--- src/rtl/pwm_pkg.sv ---
// pwm_pkg: shared FSM state, width helper and clamp for the ramped PWM generator
package pwm_pkg;
  typedef enum logic {IDLE = 1'b0, RUN = 1'b1} state_e;
  localparam int unsigned DEF_PERIOD = 400000;
  function automatic int unsigned width_bits(int unsigned period);
    return $clog2(period + 1);
  endfunction
  localparam int unsigned WIDTH_W = width_bits(DEF_PERIOD);
  function automatic int unsigned clamp(int unsigned raw, int unsigned lo, int unsigned hi);
    return raw > hi ? hi : (raw < lo ? lo : raw);
  endfunction
endpackage

--- src/rtl/pwm_ramp_ch.sv ---
// pwm_ramp_ch: one channel -- duty shadow, clamp, slew-limited width and registered compare
module pwm_ramp_ch
  import pwm_pkg::*;
#(
  parameter int unsigned PERIOD    = DEF_PERIOD,
  parameter int unsigned MIN_WIDTH = 160000,
  parameter int unsigned MAX_WIDTH = 360000,
  parameter int unsigned DUTY_W    = 8,
  parameter int unsigned STEP      = 20000,
  parameter int unsigned WW        = WIDTH_W
) (
  input  logic              clk,
  input  logic              rst_n,
  input  logic [DUTY_W-1:0] duty_i,
  input  logic              duty_valid_i,
  input  logic              active_i,
  input  logic              boundary_i,
  input  logic              timeout_i,
  input  logic [WW-1:0]     count_i,
  output logic              pwm_o
);
  logic [DUTY_W+WW-1:0] prod;
  logic [WW-1:0] raw, tgt, eff, diff;
  logic [WW-1:0] shadow_q, shadow_d, applied_q, applied_d;
  logic pwm_q, pwm_d;
  always_comb begin
    prod = (DUTY_W+WW)'(duty_i) * (DUTY_W+WW)'(PERIOD);
    raw = prod[DUTY_W+WW-1:DUTY_W];
    tgt = WW'(clamp(32'(raw), MIN_WIDTH, MAX_WIDTH));
    shadow_d = duty_valid_i ? tgt : shadow_q;
    eff = timeout_i ? WW'(MIN_WIDTH) : shadow_q;
    diff = eff > applied_q ? eff - applied_q : applied_q - eff;
    // width only moves at the period boundary so a period is never cut short
    applied_d = !active_i ? WW'(MIN_WIDTH) :
                !boundary_i ? applied_q :
                32'(diff) <= STEP ? eff :
                eff > applied_q ? applied_q + WW'(STEP) : applied_q - WW'(STEP);
    pwm_d = active_i && count_i < applied_q;
  end
  always_ff @(posedge clk or negedge rst_n) begin
    if (!rst_n) begin
      shadow_q <= WW'(MIN_WIDTH);
      applied_q <= WW'(MIN_WIDTH);
      pwm_q <= 1'b0;
    end else begin
      shadow_q <= shadow_d;
      applied_q <= applied_d;
      pwm_q <= pwm_d;
    end
  end
  assign pwm_o = pwm_q;
endmodule

--- src/rtl/pwm_multi_ramp.sv ---
// pwm_multi_ramp: shared period counter, run/idle FSM and command watchdog driving NUM_CH ramped PWM channels
module pwm_multi_ramp
  import pwm_pkg::*;
#(
  parameter int unsigned NUM_CH       = 2,
  parameter int unsigned PERIOD       = DEF_PERIOD,
  parameter int unsigned MIN_WIDTH    = 160000,
  parameter int unsigned MAX_WIDTH    = 360000,
  parameter int unsigned DUTY_W       = 8,
  parameter int unsigned STEP         = 20000,
  parameter int unsigned WDOG_PERIODS = 50
) (
  input  logic                     clk,
  input  logic                     rst_n,
  input  logic                     enable,
  input  logic [NUM_CH*DUTY_W-1:0] duty,
  input  logic                     duty_valid,
  output logic [NUM_CH-1:0]        pwm,
  output logic                     period_start,
  output logic                     timeout
);
  localparam int unsigned WW = width_bits(PERIOD);
  localparam int unsigned DW = $clog2(WDOG_PERIODS + 2);
  if (!(MIN_WIDTH <= MAX_WIDTH && MAX_WIDTH < PERIOD && STEP >= 1)) begin : g_bad_params
    $error("pwm_multi_ramp: need MIN_WIDTH <= MAX_WIDTH < PERIOD and STEP >= 1");
  end
  state_e state_q, state_d;
  logic active, last, boundary;
  logic [WW-1:0] count_q, count_d;
  logic [DW-1:0] wd_q, wd_d;
  logic ps_q, ps_d, to_q, to_d;
  always_ff @(posedge clk or negedge rst_n) begin
    if (!rst_n) state_q <= IDLE;
    else state_q <= state_d;
  end
  always_comb begin
    state_d = state_q == IDLE ? (enable ? RUN : IDLE) : (enable ? RUN : IDLE);
  end
  always_comb begin
    active = state_q == RUN && enable;
    last = count_q == WW'(PERIOD - 1);
    boundary = active && last;
  end
  // a fresh period begins both on wrap and on leaving IDLE
  always_comb begin
    count_d = active && !last ? count_q + 1'b1 : '0;
    ps_d = enable && (state_q == IDLE || last);
    wd_d = duty_valid ? '0 : boundary && wd_q != DW'(WDOG_PERIODS) ? wd_q + 1'b1 : wd_q;
    to_d = !duty_valid && (to_q || wd_d == DW'(WDOG_PERIODS));
  end
  always_ff @(posedge clk or negedge rst_n) begin
    if (!rst_n) begin
      count_q <= '0;
      wd_q <= '0;
      ps_q <= 1'b0;
      to_q <= 1'b0;
    end else begin
      count_q <= count_d;
      wd_q <= wd_d;
      ps_q <= ps_d;
      to_q <= to_d;
    end
  end
  for (genvar i = 0; i < NUM_CH; i++) begin : g_ch
    pwm_ramp_ch #(
      .PERIOD(PERIOD), .MIN_WIDTH(MIN_WIDTH), .MAX_WIDTH(MAX_WIDTH),
      .DUTY_W(DUTY_W), .STEP(STEP), .WW(WW)
    ) u_ch (
      .clk(clk), .rst_n(rst_n),
      .duty_i(duty[i*DUTY_W +: DUTY_W]), .duty_valid_i(duty_valid),
      .active_i(active), .boundary_i(boundary), .timeout_i(to_q),
      .count_i(count_q), .pwm_o(pwm[i])
    );
  end
  assign period_start = ps_q;
  assign timeout = to_q;
endmodule
--- config.mk ---
export PLATFORM = sky130hd
export DESIGN_NAME = pwm_multi_ramp
export DESIGN_NICKNAME = d
export VERILOG_FILES = /design/src/rtl/pwm_pkg.sv /design/src/rtl/pwm_ramp_ch.sv /design/src/rtl/pwm_multi_ramp.sv
export SDC_FILE = /design/constraint.sdc
export NUM_CORES = 1
export LEC_CHECK = 0
export ABC_AREA = 1
export CAP_MARGIN = 20
export CORE_ASPECT_RATIO = 1.5
export CORE_UTILIZATION = 45
export CTS_CLUSTER_SIZE = 12
export DETAILED_ROUTE_END_ITERATION = 8
export PLACE_DENSITY = 0.59
export SYNTH_ARGS = -nofsm -noshare
export SYNTH_HDL_FRONTEND = slang
export SYNTH_SLANG_ARGS = --single-unit
--- constraint.sdc ---
create_clock -name clk -period 4.7 [get_ports clk]
set_input_delay 1.41 -clock clk [delete_from_list [all_inputs] [get_ports clk]]
set_output_delay 1.41 -clock clk [all_outputs]
set_load 0.02 [all_outputs]
==> results of run 1 <==
==> what timing repair did <==
item	in CTS	in global routing
pin swaps	77	102
endpoints found under the hold margin	0	0
buffers inserted	17	14
resized for setup	131	134
endpoints found under the setup margin	38	47
cloned	5	0
==> registers in the layout, summed over array words and instances, names as in the netlist <==
register,cells
g_ch.u_ch.shadow_q,38
g_ch.u_ch.applied_q,38
period_start,1
state_q,1
wd_q,6
timeout,1
count_q,19
g_ch.u_ch.pwm_o,2
==> area by class of cell <==
class,instances,area (um^2),area share
timing repair buffer,217,1725,0.09193
inverter,365,1374,0.07320
sequential,106,2678,0.1427
multi-input combinational,1856,12170,0.6483
clock inverter,7,72.57,0.003867
clock buffer,9,225.2,0.01200
tap,420,525.5,0.02800
==> layer usage <==
metal | part of all wire | vias to the layer above
met5 | 0 | -
met4 | 0.062 | 0
met3 | 0.020 | 157
met2 | 0.55 | 300
met1 | 0.37 | 7396
li1 | - | 7991
==> Yosys cell counts (5+ instances only) <==
cell / count / share of area
a211oi_1: 5 / 0.0025
a21boi_0: 5 / 0.0025
clkbuf_2: 5 / 0.0016
buf_2: 15 / 0.0049
nand4_1: 46 / 0.019
a21o_1: 9 / 0.0044
nor2_2: 7 / 0.0029
o21bai_1: 7 / 0.0034
xor2_1: 49 / 0.028
fa_1: 30 / 0.039
inv_1: 357 / 0.088
dfrtp_1: 86 / 0.14
clkbuf_1: 13 / 0.0032
or2_2: 6 / 0.0025
nor4_1: 6 / 0.0025
o211ai_1: 6 / 0.0029
ha_1: 243 / 0.20
o21ai_0: 67 / 0.022
nor2_1: 188 / 0.046
nand3b_1: 10 / 0.0049
nand3_1: 182 / 0.059
nand2_1: 732 / 0.18
o21ai_1: 16 / 0.0052
dfstp_2: 20 / 0.034
xnor2_1: 24 / 0.014
a21oi_1: 154 / 0.050
nor3_1: 26 / 0.0085
==> worst max-delay path by stage <==
| stage | startpoint | cells past startpoint | slack [ns] | end |
|---|---|---|---|---|
| 2_1_floorplan | duty[2] | 21 | -0.1 | g_ch[0].u_ch.shadow_q[14] |
| 3_3_place_gp | duty[4] | 22 | -0.93 | g_ch[0].u_ch.shadow_q[3] |
| 3_5_place_dp | duty[2] | 21 | -1.0 | g_ch[0].u_ch.shadow_q[5] |
| 4_1_cts | duty[4] | 24 | -0.15 | g_ch[0].u_ch.shadow_q[3] |
| 5_1_grt | duty[3] | 20 | -0.29 | g_ch[0].u_ch.shadow_q[5] |
| 6_report | duty[3] | 20 | -0.06 | g_ch[0].u_ch.shadow_q[5] |
==> through the flow <==
| stage | area [um^2] | hold WS (ns) |
|---|---|---|
| after CTS | 18260 | 0.4819 |
| final | 18770 | 0.4791 |
| after floorplan | 15610 | 0.4314 |
| after global placement | 17350 | 0.4579 |
| after detailed placement | 17350 | 0.4605 |
| after global routing | 18770 | 0.4945 |
==> critical path, cell delays in order <==
cell,delay [ns]
buf_2,0.14
ha_4,0.25
fa_2,0.48
fa_1,0.38
ha_1,0.34
ha_4,0.29
buf_4,0.10
nand2_1,0.08
nor2_2,0.16
nand4_1,0.12
o211ai_1,0.15
xor2_1,0.23
buf_4,0.16
nand2_4,0.06
nor2_4,0.17
nand3_4,0.11
nand3_4,0.12
buf_12,0.12
nand4_1,0.08
nand2_1,0.08
==> power groups by stage <==
stage	clock network, W	registers [W]	logic [W]
3_3_place_gp	0	0.00118	0.00721
3_5_place_dp	0	0.00118	0.00728
5_1_grt	0.000824	0.00118	0.00906
2_1_floorplan	0	0.00113	0.00510
4_1_cts	0.000783	0.00116	0.00769
6_report	0.000774	0.00116	0.00813
==> cell families (layout without fill, tap and decap cells) <==
group	after synthesis	in the layout
compound gates	282	282
buf+inv	409	598
xor+xnor	73	73
simple gates	1224	1228
flops	106	106
fa+ha+maj	273	273
==> metrics.yaml, run 1 <==
fillers: 3347
chipWidth_um: 152.6
power_w: 0.01007
worstPathMaxFanout: 6
rr_startpoint: "timeout"
tns_ns: -0.4640
diodes: 0
finalNetCount: 2848
cp-start-kind: "primary input"
gp_congestion: 0.9998
synth_compound_area_frac: 0.09993
hold_viol: 0
coreArea_um2: 33450
cts_tree: "built"
use_met2: 0.5776
die-area_um2: 34790
ys_types: 55
grt_start_max_net_pins: 68
setup_violations: 15
chipHeight_um: 227.9
power_frac_comb: 0.807
avgSynthCellArea_um2: 6.470
synthMuxAreaShare: 0
holdBufCountCts: 0
ys_seq_elements: 106
antenna_found_initial: 0
groute.layer.met3.usage: 0.02071
routed_wl_mm: 49.77
viasPerCell: 5.317
layout_commonest_cell: "nand2_1"
drt_iter0_drc: 714
clock-sinks: 106
grt_pass1_wl_mm: 80.70
drc: 0
relSlewSlack: 0.3751
final_cell_mix: "nand2_1 (690), inv_1 (347), ha_1 (202)"
powerDensity_nw_per_um2: 536.3
firstDrtPassIters: 5
std_cell_rows: 82
tightest_slew_ns: 0.9373
fin_crit_sh: 1.012
start_util: 0.4578
io_pins: 24
use_met1: 0.2936
ir_worst_vdd_mv: 0.2509
yosys_warnings: 0
drive_gt1_frac: 0.1797
io_buffers: 23
wl_per_cell_um: 16.70
clk_pin_slew_ns: 0.07
sw_frac_of_total: 0.5407
internal-power_w: 0.004623
synth-adder-area-share: 0.2378
synth_top_family_by_area: "simple AND/OR/NAND/NOR gates"
maxCapViolCount: 0
yosys.area_share.simple: 0.3399
synth_edf_count: 0
globalRouteTotalUtil: 0.2906
root_buffer: "clkbuf_16"
switchingPower_w: 0.005443
synth_fp_nets: 2660
clock_latency_ns: 0.37
synth-xor-area-share: 0.04175
seq_area_frac_synth: 0.1749
ys.flop_type: "dfrtp_1"
utilization: 0.5611
drv_slew: 0
timing.rr.end: "g_ch[0].u_ch.applied_q[15]"
hold_path_end: "g_ch[0].u_ch.shadow_q[3]"
grt_busiest_layer: "met2"
cp-end-kind: "register"
cp.arrival_ns: 5.05
violations: "setup timing"
hold_class: "reg2reg"
p_leak_nw: 10.10
detailedPlace.worstSlack_ns: -0.9992
holdCritStartpoint: "g_ch[0].u_ch.shadow_q[3]"
area_growth_pct: 22.56
r2r_cells: 21
rrSetupSlack_ns: 0.29
async_flop_share: 1.000
clk_path_buf_depth: 2
whs_path_depth: 2
power_frac_seq: 0.116
cts_max_level: 3
path_class: "in2reg"
period_needed_ns: 4.755
grt_pass1_vias: 16200
power.share.clock: 0.077
dr_total_vias: 15840
outcome: "finished, violations left"
ant_nets: 0
dp.cells: 2929
cp.required_ns: 5.00
grt_overflow_total: 0
cts-buffers-inserted: 9
rsz0062_at_grt: "true"
stdcell_count: 2980
netlist_area_um2: 15310
layout_setup_ws_ns: -0.05537
fin_skew_ns: 0.01145
synthCells: 2367
dp_hpwl_mm: 40.91
clock.fmax_mhz: 210.3
Power figures use the tool's default switching activity.
==> inputs of run 2 (changes only) <==
- SYNTH_HIERARCHICAL: unset -> 1
==> metrics.yaml, run 2 <==
outcome: "finished, violations left"  # unchanged
violations: "setup timing"  # unchanged
firstDrtPassIters: 6  # was 5
finalNetCount: 3032  # was 2848
start_util: 0.4558  # was 0.4578
worstPathMaxFanout: 4  # was 6
cp.arrival_ns: 5.06  # was 5.05 ns
cp.depth: 21  # was 20
fin_hold_ws_ns: 0.4695  # was 0.4791 ns
io_buffers: 23  # unchanged
io_pins: 24  # unchanged
endpoint: "g_ch[1].u_ch/shadow_q[15]"  # was g_ch[0].u_ch.shadow_q[5]
ys_seq_elements: 106  # unchanged
setup_violations: 9  # was 15
coreArea_um2: 35730  # was 33450 um^2
hold_viol: 0  # unchanged
synthTopCellsByCount: "nand2_1 (776), inv_1 (402), ha_1 (243), nand3_1 (225), nor2_1 (212)"  # was nand2_1 (732), inv_1 (357), ha_1 (243), nor2_1 (188), nand3_1 (182)
chipHeight_um: 235.0  # was 227.9 um
wl_per_cell_um: 15.96  # was 16.70 um
crit_buf_inv: 3  # was 4
cts-buffers-inserted: 9  # unchanged
fillers: 3611  # was 3347
synth_top_area_cell: "ha_1"  # unchanged
antenna_found_initial: 0  # unchanged
drive_gt1_frac: 0.1877  # was 0.1797
synth.most_common_cell: "nand2_1"  # unchanged
cp.required_ns: 5.02  # was 5.00 ns
r2r_cells: 21  # unchanged
powerDensity_nw_per_um2: 492.1  # was 536.3 nW/um^2
critical_path.startpoint: "duty[12]"  # was duty[3]
holdBufCountCts: 0  # unchanged
grt_pass1_wl_mm: 82.06  # was 80.70 mm
fin_skew_ns: 0.01083  # was 0.01145 ns
path_class: "in2reg"  # unchanged
ys.flop_type: "dfrtp_1"  # unchanged
cp-end-kind: "register"  # unchanged
tightest_slew_ns: 0.7810  # was 0.9373 ns
period_needed_ns: 4.742  # was 4.755 ns
largest_registers: "g_ch.u_ch/applied_q (38), g_ch.u_ch/shadow_q (38), count_q (19)"  # was g_ch.u_ch.applied_q (38), g_ch.u_ch.shadow_q (38), count_q (19)
rr_startpoint: "timeout"  # unchanged
globalRouteTotalUtil: 0.2827  # was 0.2906
cp-start-kind: "primary input"  # unchanged
grt_overflow_total: 0  # unchanged
seq_area_frac_synth: 0.1644  # was 0.1749
cpMaxStageDelayCell: "fa_1"  # was fa_2
routed_wl_mm: 51.44  # was 49.77 mm
utilization: 0.5542  # was 0.5611
clk_path_buf_depth: 2  # unchanged
cp_slowest_stage_delay_ns: 0.54  # was 0.48 ns
cts_max_level: 3  # unchanged
p_leak_nw: 10.61  # was 10.10 nW
critPathTopFamily: "adder cells"  # unchanged
drv_slew: 0  # unchanged
area_growth_pct: 21.58  # was 22.56%
maxCapViolCount: 0  # unchanged
synthTopCellsByArea: "ha_1 (19%), nand2_1 (18%), dfrtp_1 (13%)"  # was ha_1 (20%), nand2_1 (18%), dfrtp_1 (14%)
netlist_area_um2: 16290  # was 15310 um^2
synth_top_cell_area_share: 0.1867  # was 0.1985
rsz0062_at_grt: "true"  # unchanged
clock-sinks: 106  # unchanged
dp.cells: 3182  # was 2929
root_buffer: "clkbuf_16"  # unchanged
rrSetupSlack_ns: 0.30  # was 0.29 ns
drc: 0  # unchanged
diodes: 0  # unchanged
relSlewSlack: 0.4793  # was 0.3751
clock.fmax_mhz: 210.9  # was 210.3 MHz
fin_crit_sh: 1.009  # was 1.012
viasPerCell: 5.204  # was 5.317
synthCells: 2562  # was 2367
grt_pass1_vias: 16720  # was 16200
async_flop_share: 1.000  # unchanged
timing.rr.end: "g_ch[1].u_ch/applied_q[18]"  # was g_ch[0].u_ch.applied_q[15]
ant_nets: 0  # unchanged
clk_pin_slew_ns: 0.09  # was 0.07 ns
yosys_warnings: 6  # was 0
drt_iter0_drc: 867  # was 714
dp_hpwl_mm: 42.02  # was 40.91 mm
synth_edf_count: 0  # unchanged
gp_congestion: 0.9477  # was 0.9998
die-area_um2: 36980  # was 34790 um^2
tns_ns: -0.1899  # was -0.4640 ns
layout_setup_ws_ns: -0.04230  # was -0.05537 ns
std_cell_rows: 85  # was 82
synth_fp_nets: 2855  # was 2660
ys_types: 56  # was 55
layout_commonest_cell: "nand2_1"  # unchanged
hold_class: "reg2reg"  # unchanged
dr_total_vias: 16770  # was 15840
grt_start_max_net_pins: 54  # was 68
ir_worst_vdd_mv: 0.2787  # was 0.2509 mV
worstPathCellList: "buf_8 > buf_6 > ha_4 > fa_2 > fa_1 > ha_4 > ha_4 > nand2_2 > a21oi_2 > nand3b_1 > buf_6 > nand2_4 > o211ai_1 > nand2_1 > nor2_1 > nand2_1 > nor3_2 > nand2_1 > nand2_4 > nand2_4 > o21ai_2"  # was buf_2 > ha_4 > fa_2 > fa_1 > ha_1 > ha_4 > buf_4 > nand2_1 > nor2_2 > nand4_1 > o211ai_1 > xor2_1 > buf_4 > nand2_4 > nor2_4 > nand3_4 > nand3_4 > buf_12 > nand4_1 > nand2_1
avgSynthCellArea_um2: 6.358  # was 6.470 um^2
stdcell_count: 3222  # was 2980
chipWidth_um: 157.3  # was 152.6 um
final_cell_mix: "nand2_1 (733), inv_1 (392), nand3_1 (210)"  # was nand2_1 (690), inv_1 (347), ha_1 (202)
clock_latency_ns: 0.39  # was 0.37 ns
cts_tree: "built"  # unchanged
## run 2: cell types whose count changed after synthesis, moves of 5 or more
cell / change
xor2_1: +5
a21oi_1: -13
nand3_1: +43
nand2_2: +12
nand3_2: +7
buf_2: +10
inv_1: +45
nand2_1: +44
nand4_1: -6
nor2_1: +24
nor2_2: +6
xnor2_1: +6
inv_2: +11
## run 2: where the power goes
part	switching, W	internal (W)
Clock	0.000430	0.000381
Combinational	0.00473	0.00306
Sequential	0.0000817	0.00107
## run 2: per-layer routing
metal  part of all wire  routed length (um)  GRT usage
met3              0.027                1392    0.02471
met1               0.38               19780     0.2980
met5                  0                   0          0
met2               0.53               27080     0.5312
met4              0.062                3184     0.1709
## run 2: area by class of cell
class	count	area (um^2)	share of cell area
repair buffers	217	1750	0.08839
clock buffers	9	225.2	0.01137
multi-input cells	1985	12890	0.6508
flip-flops and latches	106	2678	0.1352
well taps	478	598.1	0.03020
clock inverters	7	85.08	0.004296
inverters	420	1579	0.07974
## run 2: worst min-delay path by stage
stage                         startpoint                   endpoint  cells after the start
2_1_floorplan                    state_q               period_start                      1
3_3_place_gp                     state_q               period_start                      1
3_5_place_dp   g_ch[0].u_ch/shadow_q[17]  g_ch[0].u_ch/shadow_q[17]                      2
4_1_cts        g_ch[0].u_ch/shadow_q[17]  g_ch[0].u_ch/shadow_q[17]                      2
5_1_grt        g_ch[0].u_ch/shadow_q[17]  g_ch[0].u_ch/shadow_q[17]                      2
6_report       g_ch[0].u_ch/shadow_q[17]  g_ch[0].u_ch/shadow_q[17]                      2
## run 2: kinds of logic after synthesis
family,after synthesis,share of synthesized area
flip-flops,106,0.1644
buffers and inverters,474,0.1164
XOR/XNOR,84,0.04517
AO/OA/AOI/OAI,267,0.08926
adder cells (fa/ha/maj),273,0.2235
AND/OR/NAND/NOR,1358,0.3613
## run 2: what timing repair did
item / CTS / global route
gates resized for setup: 147 / 111
pin swaps: 78 / 93
gates cloned: 3 / 2
buffers inserted: 10 / 10
endpoints found under the setup margin: 38 / 37
## run 2: through the flow
| step | setup slack [ns] | cell area [um^2] | power [W] |
|---|---|---|---|
| 6_report | -0.04230 | 19800 | 0.009745 |
| 5_1_grt | -0.2386 | 19800 | 0.01073 |
| 4_1_cts | -0.001281 | 19280 | 0.009377 |
| 3_5_place_dp | -0.9369 | 18410 | 0.008203 |
| 3_3_place_gp | -0.8596 | 18410 | 0.008127 |
| 2_1_floorplan | -0.02250 | 16600 | 0.006129 |
## run 2: worst reg2reg max path, cell delays in order (launching register included)
cell and delay [ns]:
dfrtp_1 0.43, buf_12 0.19, nor2_1 0.41, inv_1 0.09, ha_1 0.40, nand2_1 0.19
inv_2 0.05, nand2_1 0.06, nand2_1 0.07, a21oi_1 0.24, nand3_2 0.14, nand2_2 0.18
buf_4 0.34, ha_1 0.37, a21o_1 0.20, inv_1 0.06, o21ai_0 0.09, a221oi_1 0.35
xor2_1 0.17, nand3_1 0.09, nand3_1 0.09, nand2_1 0.06
==> inputs of run 3 (changes only) <==
- SETUP_SLACK_MARGIN: unset -> 0.4
- SLEW_MARGIN: unset -> 20
==> metrics.yaml, run 3 (synthesis gave the netlist of run 2 again) <==
ir_worst_vdd_mv: 0.2915  # was 0.2787 mV
wl_per_cell_um: 16.49  # was 15.96 um
path_class: "in2reg"  # unchanged
clock-sinks: 106  # unchanged
whs_path_depth: 1  # was 2
tightest_slew_ns: 0.7610  # was 0.7810 ns
period_needed_ns: 4.761  # was 4.742 ns
clock.fmax_mhz: 210.0  # was 210.9 MHz
violations: "setup timing"  # unchanged
powerDensity_nw_per_um2: 501.2  # was 492.1 nW/um^2
clk_pin_slew_ns: 0.08  # was 0.09 ns
worstPathMaxFanout: 7  # was 4
cts-buffers-inserted: 9  # unchanged
ant_nets: 0  # unchanged
hold_viol: 0  # unchanged
routed_wl_mm: 53.53  # was 51.44 mm
viasPerCell: 5.275  # was 5.204
rsz0062_at_grt: "true"  # unchanged
coreArea_um2: 35730  # unchanged
std_cell_rows: 85  # unchanged
rrSetupSlack_ns: 0.48  # was 0.30 ns
relSlewSlack: 0.4911  # was 0.4793
layout_commonest_cell: "nand2_1"  # unchanged
chipWidth_um: 157.3  # unchanged
cp.arrival_ns: 5.03  # was 5.06 ns
fin_crit_sh: 1.013  # was 1.009
grt_start_max_net_pins: 50  # was 54
area_growth_pct: 26.42  # was 21.58%
setup_violations: 8  # was 9
antenna_found_initial: 0  # unchanged
drt_iter0_drc: 992  # was 867
layout_setup_ws_ns: -0.06096  # was -0.04230 ns
cp-end-kind: "register"  # unchanged
cts_max_level: 3  # unchanged
stdcell_count: 3247  # was 3222
globalRouteTotalUtil: 0.2941  # was 0.2827
largest_registers: "g_ch.u_ch/applied_q (38), g_ch.u_ch/shadow_q (38), count_q (19)"  # unchanged
die-area_um2: 36980  # unchanged
hold_class: "reg2reg"  # unchanged
fin_skew_ns: 0.009831  # was 0.01083 ns
p_leak_nw: 10.77  # was 10.61 nW
start_util: 0.4558  # unchanged
area.sequential_um2: 2679  # was 2678 um^2
clock_latency_ns: 0.38  # was 0.39 ns
cts_tree: "built"  # unchanged
io_pins: 24  # unchanged
gp_congestion: 0.9516  # was 0.9477
final_cell_mix: "nand2_1 (715), inv_1 (384), nand3_1 (207)"  # was nand2_1 (733), inv_1 (392), nand3_1 (210)
cp.required_ns: 4.97  # was 5.02 ns
drive_gt1_frac: 0.2315  # was 0.1877
firstDrtPassIters: 6  # unchanged
outcome: "finished, violations left"  # unchanged
cp-start-kind: "primary input"  # unchanged
diodes: 0  # unchanged
clk_path_buf_depth: 2  # unchanged
fillers: 3450  # was 3611
chipHeight_um: 235.0  # unchanged
multi_input_area_um2: 13480  # was 12890 um^2
root_buffer: "clkbuf_16"  # unchanged
dp_hpwl_mm: 42.44  # was 42.02 mm
r2r_cells: 21  # unchanged
grt_pass1_wl_mm: 85.33  # was 82.06 mm
drv_slew: 0  # unchanged
grt_overflow_total: 0  # unchanged
dr_total_vias: 17130  # was 16770
drc: 0  # unchanged
dp.cells: 3187  # was 3182
io_buffers: 23  # unchanged
maxCapViolCount: 0  # unchanged
grt_pass1_vias: 17460  # was 16720
finalNetCount: 3057  # was 3032
tns_ns: -0.4109  # was -0.1899 ns
run 3: cell count changes in the layout (fill, tap and decap cells not counted), moves of 10 or more:
cell	before	now
ha_2	3	13
buf_4	182	198
ha_1	203	175
nand2_1	733	715
ha_4	37	55
nor2_4	8	21
nand2_2	51	63
nor2_1	198	168
nor2_2	24	41
run 3: power by group:
part           leakage, nW  total [W]  switching, W  internal, W
sequential            1.37    0.00117      0.000102      0.00107
clock                0.143   0.000785      0.000400     0.000385
combinational         9.27    0.00837       0.00501      0.00336
total                 10.8     0.0103       0.00551      0.00481
run 3: worst paths after layout:
| check | start | endpoint |
|---|---|---|
| max | duty[10] | g_ch[1].u_ch/shadow_q[0] |
| min | state_q | period_start |
| max reg2reg | timeout | g_ch[1].u_ch/applied_q[15] |
| min reg2reg | state_q | period_start |
| max in group asynchronous | rst_n | g_ch[0].u_ch/shadow_q[8] |
| min in group asynchronous | rst_n | g_ch[1].u_ch/applied_q[9] |
run 3: stage by stage:
step / hold WS (ns) / util / total power (W) / worst slack (ns) / cell area [um^2]
2_1_floorplan: 0.4310 / - / 0.006237 / -0.01845 / 16770
3_3_place_gp: 0.4478 / 0.5209 / 0.008317 / -0.8867 / 18610
3_5_place_dp: 0.4410 / 0.5209 / 0.008400 / -0.9293 / 18610
4_1_cts: 0.4657 / 0.5499 / 0.009659 / -0.01676 / 19650
5_1_grt: 0.4965 / 0.5762 / 0.01130 / -0.1915 / 20590
6_report: 0.4650 / 0.5762 / 0.01032 / -0.06096 / 20590
run 3: repair_timing:
item | CTS | global route
gates cloned | 4 | 0
buffers inserted | 19 | 21
hold buffers | 0 | 0
setup endpoints to repair | 63 | 70
pin swaps | 106 | 85
gates resized for setup | 211 | 185
run 3: area by class of cell:
type                            instances  area share
Tap cell                              478     0.02905
Clock inverter                          6    0.002552
Timing Repair Buffer                  241     0.09473
Inverter                              420     0.07729
Multi-Input combinational cell       1986      0.6547
Clock buffer                           10     0.01161
Sequential cell                       106      0.1301
run 3: worst max-delay path, stage by stage:
cell and delay, ns:
buf_8 0.11, ha_4 0.25, ha_4 0.26, inv_2 0.03, fa_1 0.48, inv_2 0.04, fa_1 0.49, ha_4 0.28
nand2_2 0.07, nand3_2 0.07, nand2_1 0.06, nand3b_1 0.16, buf_4 0.19, xor2_2 0.14, nor2_1 0.10, nand2_1 0.07
o21ai_2 0.17, nor2_4 0.05, o21ai_4 0.21, buf_6 0.15, nand2_8 0.09, nand2_4 0.08, o21ai_2 0.05
run 3: metal layers:
layer / track usage / routed length (um) / up-vias
li1: - / - / 8572
met1: 0.3103 / 20180 / 8003
met2: 0.5459 / 28160 / 385
met3: 0.02711 / 1678 / 168
met4: 0.1901 / 3505 / 0
met5: 0 / 0 / -
